`src/rtl/bus_arbiter_pkg.sv`:
```
// Shared types for the coherence-bus arbiter: request classes and FSM states.
package bus_arbiter_pkg;

  typedef enum logic [1:0] {
    BREQ_NONE = 2'd0,
    BREQ_WB   = 2'd1,
    BREQ_CC   = 2'd2,
    BREQ_I    = 2'd3
  } bus_req_t;

  typedef enum logic {
    ARB_IDLE  = 1'b0,
    ARB_GRANT = 1'b1
  } arb_state_t;

  // Highest class a single core is asking for (WB > CC > I).
  function automatic bus_req_t top_class(input logic wb, input logic cc, input logic ir);
    if (wb)      return BREQ_WB;
    else if (cc) return BREQ_CC;
    else if (ir) return BREQ_I;
    else         return BREQ_NONE;
  endfunction

endpackage

```
`src/rtl/bus_arbiter_rr_pick.sv`:
```
// Round-robin finder: first set bit of req scanning upward from start, modulo N.
module rr_pick #(
  parameter int N  = 2,
  parameter int IW = 1
) (
  input  logic [N-1:0]  req,
  input  logic [IW-1:0] start,
  output logic          found,
  output logic [IW-1:0] idx
);

  logic [N-1:0] rot;
  int           sum;

  always_comb begin
    found = 1'b0;
    idx   = '0;
    sum   = 0;
    // Rotate so bit 0 is the core at start; the lowest set bit is then the winner.
    rot   = N'({req, req} >> start);
    for (int j = N - 1; j >= 0; j--) begin
      if (rot[j]) begin
        found = 1'b1;
        sum   = int'(start) + j;
        if (sum >= N) sum = sum - N;
        idx   = IW'(sum);
      end
    end
  end

endmodule

```
`src/rtl/bus_arbiter.sv`:
```
// Coherence bus arbiter: class priority WB > CC > I, round-robin within a class,
// per-core aging that overrides class priority once a core has waited AGE_MAX cycles.
module bus_arbiter
  import bus_arbiter_pkg::*;
#(
  parameter int NCORES  = 2,
  parameter int AGE_MAX = 15,
  parameter int AGE_W   = 4
) (
  input  logic                      CLK,
  input  logic                      RST,
  input  logic [NCORES-1:0]         wb_req,
  input  logic [NCORES-1:0]         cc_req,
  input  logic [NCORES-1:0]         i_req,
  input  logic                      txn_done,
  output logic                      grant_valid,
  output logic [$clog2(NCORES)-1:0] grant_core,
  output bus_req_t                  grant_type,
  output logic                      aborted,
  output logic [NCORES-1:0]         starve
);

  localparam int CW = $clog2(NCORES);

  arb_state_t        state;
  logic [CW-1:0]     rr_ptr;
  logic [AGE_W-1:0]  age     [NCORES];
  logic [AGE_W-1:0]  age_nxt [NCORES];
  logic [NCORES-1:0] starve_nxt;
  logic [NCORES-1:0] any_req;
  logic [NCORES-1:0] starve_req;

  logic              wb_found, cc_found, i_found, sv_found;
  logic [CW-1:0]     wb_idx, cc_idx, i_idx, sv_idx;

  logic              win_found;
  logic [CW-1:0]     win_core;
  bus_req_t          win_type;
  logic [CW-1:0]     ptr_nxt;
  logic              grant_req;

  assign any_req    = wb_req | cc_req | i_req;
  // A starved core that has since dropped all requests has nothing to be granted.
  assign starve_req = starve & any_req;

  rr_pick #(.N(NCORES), .IW(CW)) u_pick_wb (.req(wb_req),     .start(rr_ptr), .found(wb_found), .idx(wb_idx));
  rr_pick #(.N(NCORES), .IW(CW)) u_pick_cc (.req(cc_req),     .start(rr_ptr), .found(cc_found), .idx(cc_idx));
  rr_pick #(.N(NCORES), .IW(CW)) u_pick_i  (.req(i_req),      .start(rr_ptr), .found(i_found),  .idx(i_idx));
  rr_pick #(.N(NCORES), .IW(CW)) u_pick_sv (.req(starve_req), .start(rr_ptr), .found(sv_found), .idx(sv_idx));

  always_comb begin
    win_found = 1'b0;
    win_core  = '0;
    win_type  = BREQ_NONE;
    if (sv_found) begin
      win_found = 1'b1;
      win_core  = sv_idx;
      win_type  = top_class(wb_req[sv_idx], cc_req[sv_idx], i_req[sv_idx]);
    end else if (wb_found) begin
      win_found = 1'b1;
      win_core  = wb_idx;
      win_type  = BREQ_WB;
    end else if (cc_found) begin
      win_found = 1'b1;
      win_core  = cc_idx;
      win_type  = BREQ_CC;
    end else if (i_found) begin
      win_found = 1'b1;
      win_core  = i_idx;
      win_type  = BREQ_I;
    end
  end

  assign ptr_nxt = (win_core == CW'(NCORES - 1)) ? '0 : win_core + 1'b1;

  always_comb begin
    case (grant_type)
      BREQ_WB: grant_req = wb_req[grant_core];
      BREQ_CC: grant_req = cc_req[grant_core];
      BREQ_I:  grant_req = i_req[grant_core];
      default: grant_req = 1'b0;
    endcase
  end

  always_comb begin
    starve_nxt = '0;
    for (int k = 0; k < NCORES; k++) begin
      age_nxt[k] = age[k];
      if (!any_req[k]
          || (state == ARB_GRANT && grant_core == CW'(k))
          || (state == ARB_IDLE && win_found && win_core == CW'(k)))
        age_nxt[k] = '0;
      else if (age[k] != AGE_W'(AGE_MAX))
        age_nxt[k] = age[k] + 1'b1;
      starve_nxt[k] = (age_nxt[k] == AGE_W'(AGE_MAX));
    end
  end

  always_ff @(posedge CLK) begin
    if (RST) begin
      state       <= ARB_IDLE;
      grant_valid <= 1'b0;
      grant_core  <= '0;
      grant_type  <= BREQ_NONE;
      aborted     <= 1'b0;
      rr_ptr      <= '0;
      starve      <= '0;
      for (int k = 0; k < NCORES; k++) age[k] <= '0;
    end else begin
      for (int k = 0; k < NCORES; k++) age[k] <= age_nxt[k];
      starve  <= starve_nxt;
      aborted <= 1'b0;
      case (state)
        ARB_IDLE: begin
          if (win_found) begin
            state       <= ARB_GRANT;
            grant_valid <= 1'b1;
            grant_core  <= win_core;
            grant_type  <= win_type;
            rr_ptr      <= ptr_nxt;
          end
        end
        ARB_GRANT: begin
          // Completion outranks a same-cycle request drop; either forces an idle bubble.
          if (txn_done) begin
            state       <= ARB_IDLE;
            grant_valid <= 1'b0;
          end else if (!grant_req) begin
            state       <= ARB_IDLE;
            grant_valid <= 1'b0;
            aborted     <= 1'b1;
          end
        end
        default: state <= ARB_IDLE;
      endcase
    end
  end

endmodule

```
`config.mk`:
```
export PLATFORM = sky130hd
export DESIGN_NAME = bus_arbiter
export DESIGN_NICKNAME = d
export VERILOG_FILES = /design/src/rtl/bus_arbiter_pkg.sv /design/src/rtl/bus_arbiter_rr_pick.sv /design/src/rtl/bus_arbiter.sv
export SDC_FILE = /design/constraint.sdc
export NUM_CORES = 1
export LEC_CHECK = 0
export ABC_AREA = 1
export BUFFER_PORTS_ARGS = -buffer_cell sky130_fd_sc_hd__clkbuf_2
export CORE_UTILIZATION = 60
export CTS_BUF_LIST = sky130_fd_sc_hd__clkbuf_4 sky130_fd_sc_hd__clkbuf_8
export DETAILED_ROUTE_END_ITERATION = 12
export HOLD_SLACK_MARGIN = 0.1
export PLACE_DENSITY_LB_ADDON = 0.15
export SLEW_MARGIN = 30
export SYNTH_ARGS = -nofsm -noshare
export SYNTH_HDL_FRONTEND = slang
export SYNTH_SLANG_ARGS = --single-unit
```
`constraint.sdc`:
```
create_clock -name CLK -period 3.8 [get_ports CLK]
set_clock_uncertainty 0.05 [all_clocks]
set_input_delay 0.38 -clock CLK [delete_from_list [all_inputs] [get_ports CLK]]
set_output_delay 0.38 -clock CLK [all_outputs]
set_load 0.02 [all_outputs]
```
==> flow_summary.toml <==
[clocking]
insertion_delay_ns = 0.28
ctsRootBufferMaster = "clkbuf_4"
cts.htree.levels = 1
cts_made_buffers = 3
cts_hold_buffers = 0
cts.sinks = 17
ctsResizeCount = 0
cts_tree = "built"
post_cts_buffers = 0
clockBufferDepth = 2
clk_pin_slew_ns = 0.09

[sta]
fin_setup_tns_ns = 0
final_hold_viol_count = 0
worstMarginPinSlew_ns = 0.3232
fmax_mhz = 677.1
finalSetupViolCount = 0
fin_hold_ws_ns = 0.2117
final_max_slew_viol_count = 0
final.min_clock_period_ns = 1.477
rsz0062_at_grt = "false"
slew_headroom_pct = 78.42
min_period_over_period_pct = 38.86

[global_route]
grt_max_degree = 10
antenna_found_initial = 0
grt_pass1_wl_um = 3574
grt_usage_pct = 24.28
grt_overflow_total = 0
grt_pass1_vias = 916

[yosys]
syn_area_mm2 = 0.001079
ys_seq_area_share_pct = 31.55
synth_edf_count = 0
syn_area_per_cell_um2 = 7.387
synth-main-ff-cell = "dfxtp_1"
yosysMostFrequentCell = "nand2_1"
syn-instance-count = 146
synth_commonest_cells = "nand2_1, dfxtp_1, inv_1"
async_flop_share_pct = 0
ys_seq_elements = 17
synth.largest_area_cell = "dfxtp_1"
ys_warn_count = 0
synth_cell_type_count = 30
synth_top_area_share_pct = 31.55
synth.area.top_cells = "dfxtp_1, nand2_1, inv_1"
syn_nets = 157

[finish]
ff_latch_area_um2 = 340.3
stdcell_count = 187
final_nets = 175
n_antenna_cell = 0
utilization_pct = 75.43
multi_input_area_um2 = 651.9
areaGrowthSynthToFinish_pct = 11.48
fill_cells = 134
drive_above_1_share_pct = 27.61

[critical_path]
critPathRequiredTime_ns = 3.98
crit_type = "register to register"
cp-end-kind = "register"
crit_path_max_fanout = 9
cp.arrival_ns = 1.65
r2r_cells = 6
worstSetupStartpointType = "register"

[die]
initial_core_util_pct = 67.66
io_pins = 16
coreArea_mm2 = 0.001594
rows = 14
die_width_um = 44.40
fp.dieH_um = 44.40
dieArea_mm2 = 0.001971

[detailed_routing]
dr.pass1.iters = 4
wl_per_cell_um = 11.29
routed-via-count = 976
drt-total-wl_um = 2112
route.detailed.drc = 0
via_per_inst = 5.219
ant_nets = 0
drtIter0Drc = 20

[placed_design]
place_congestion = 0.8547
dp_hpwl_um = 1776
io_buffers = 15
dp.cells = 183

[status]
status = "finished clean"

[power]
power.density_mw_per_mm2 = 320.2
vdd_ir_drop_max_v = 0.0002763
finalPower_uw = 385.0
total_leakage_power_uw = 0.0005650

[min_path]
min_path_cells = 2
hp-class = "input pin to register"

[job]
max_cap_violations = 0
-- report_power, final --
part           leakage, µW  switching, µW  total [µW]  internal [µW]
Sequential        0.000139           11.2         200            188
Clock            0.0000184           52.9         101           47.9
Combinational     0.000407           54.4        84.6           30.2
-- per-stage QoR --
| step | setup WS [ns] | area (µm²) |
|---|---|---|
| after CTS | 2.337 | 1202 |
| after global routing | 2.178 | 1202 |
| final | 2.323 | 1202 |
| after floorplan | 2.413 | 1079 |
| after detailed placement | 2.251 | 1172 |
| after global placement | 2.287 | 1172 |
-- worst max-delay path, cell delays in order, from the launching register on --
cell,delay (ns)
dfxtp_1,0.52
inv_1,0.14
a22oi_4,0.25
nand2_1,0.07
a211oi_1,0.22
nand2_1,0.09
nor2_2,0.08
-- routing by layer --
| metal | vias to the layer above | GRT usage [%] | share of wire [%] |
|---|---|---|---|
| li1 | 512 | - | - |
| met1 | 445 | 27.99 | 43 |
| met2 | 17 | 45.59 | 54 |
| met3 | 2 | 3.673 | 2.1 |
| met4 | 0 | 7.273 | 0.47 |
| met5 | - | 0 | 0 |
-- worst paths after layout --
check | from | end | slack (ns)
max | grant_core | starve[0] | 2.32
max reg2reg | grant_core | starve[0] | 2.32
min | txn_done | aborted | 0.21
min reg2reg | rr_ptr | rr_ptr | 0.46
-- cell families after synthesis --
kind of cell | Yosys count | synth area share [%]
compound gates | 22 | 15.20
simple gates | 80 | 40.37
buf+inv | 22 | 8.004
flops | 17 | 31.55
fa+ha+maj | 2 | 2.320
xor+xnor | 2 | 1.624
mux | 1 | 0.9281
-- cell usage in the layout (no fill, tap or decap) --
cell,netlist,final
nor2_4,2,2
a21oi_2,2,2
nor2_1,14,14
nand2_4,3,3
nand2_2,5,5
ha_1,2,2
a21oi_1,7,7
mux2i_1,1,1
nand3b_1,1,1
o21bai_1,1,1
a22oi_4,1,1
nor2_2,2,2
o211ai_1,2,2
nor3_2,1,1
a211oi_1,1,1
o2111ai_1,1,1
inv_2,4,4
dfxtp_1,17,17
clkbuf_2,0,15
nand3_2,2,2
nand3_1,11,11
o21a_1,1,1
clkbuf_4,0,4
inv_1,16,16
xnor2_1,2,2
nand3_4,3,3
nand2_1,35,35
a21boi_4,1,1
nor4_1,1,1
o21ai_0,5,5
-- registers in the layout, summed over array words and instances, names as in the netlist --
name,flops
age,8
grant_type,2
starve,2
aborted,1
grant_core,1
grant_valid,1
rr_ptr,1
state,1
-- final cells by class --
cell class | instances | area share, %
clock buffers | 4 | 2.497
inverters | 20 | 6.244
multi-input cells | 107 | 54.21
flip-flops and latches | 17 | 28.30
well taps | 24 | 2.497
repair buffers | 15 | 6.244
Note: power is estimated with default switching activity, not from simulation.
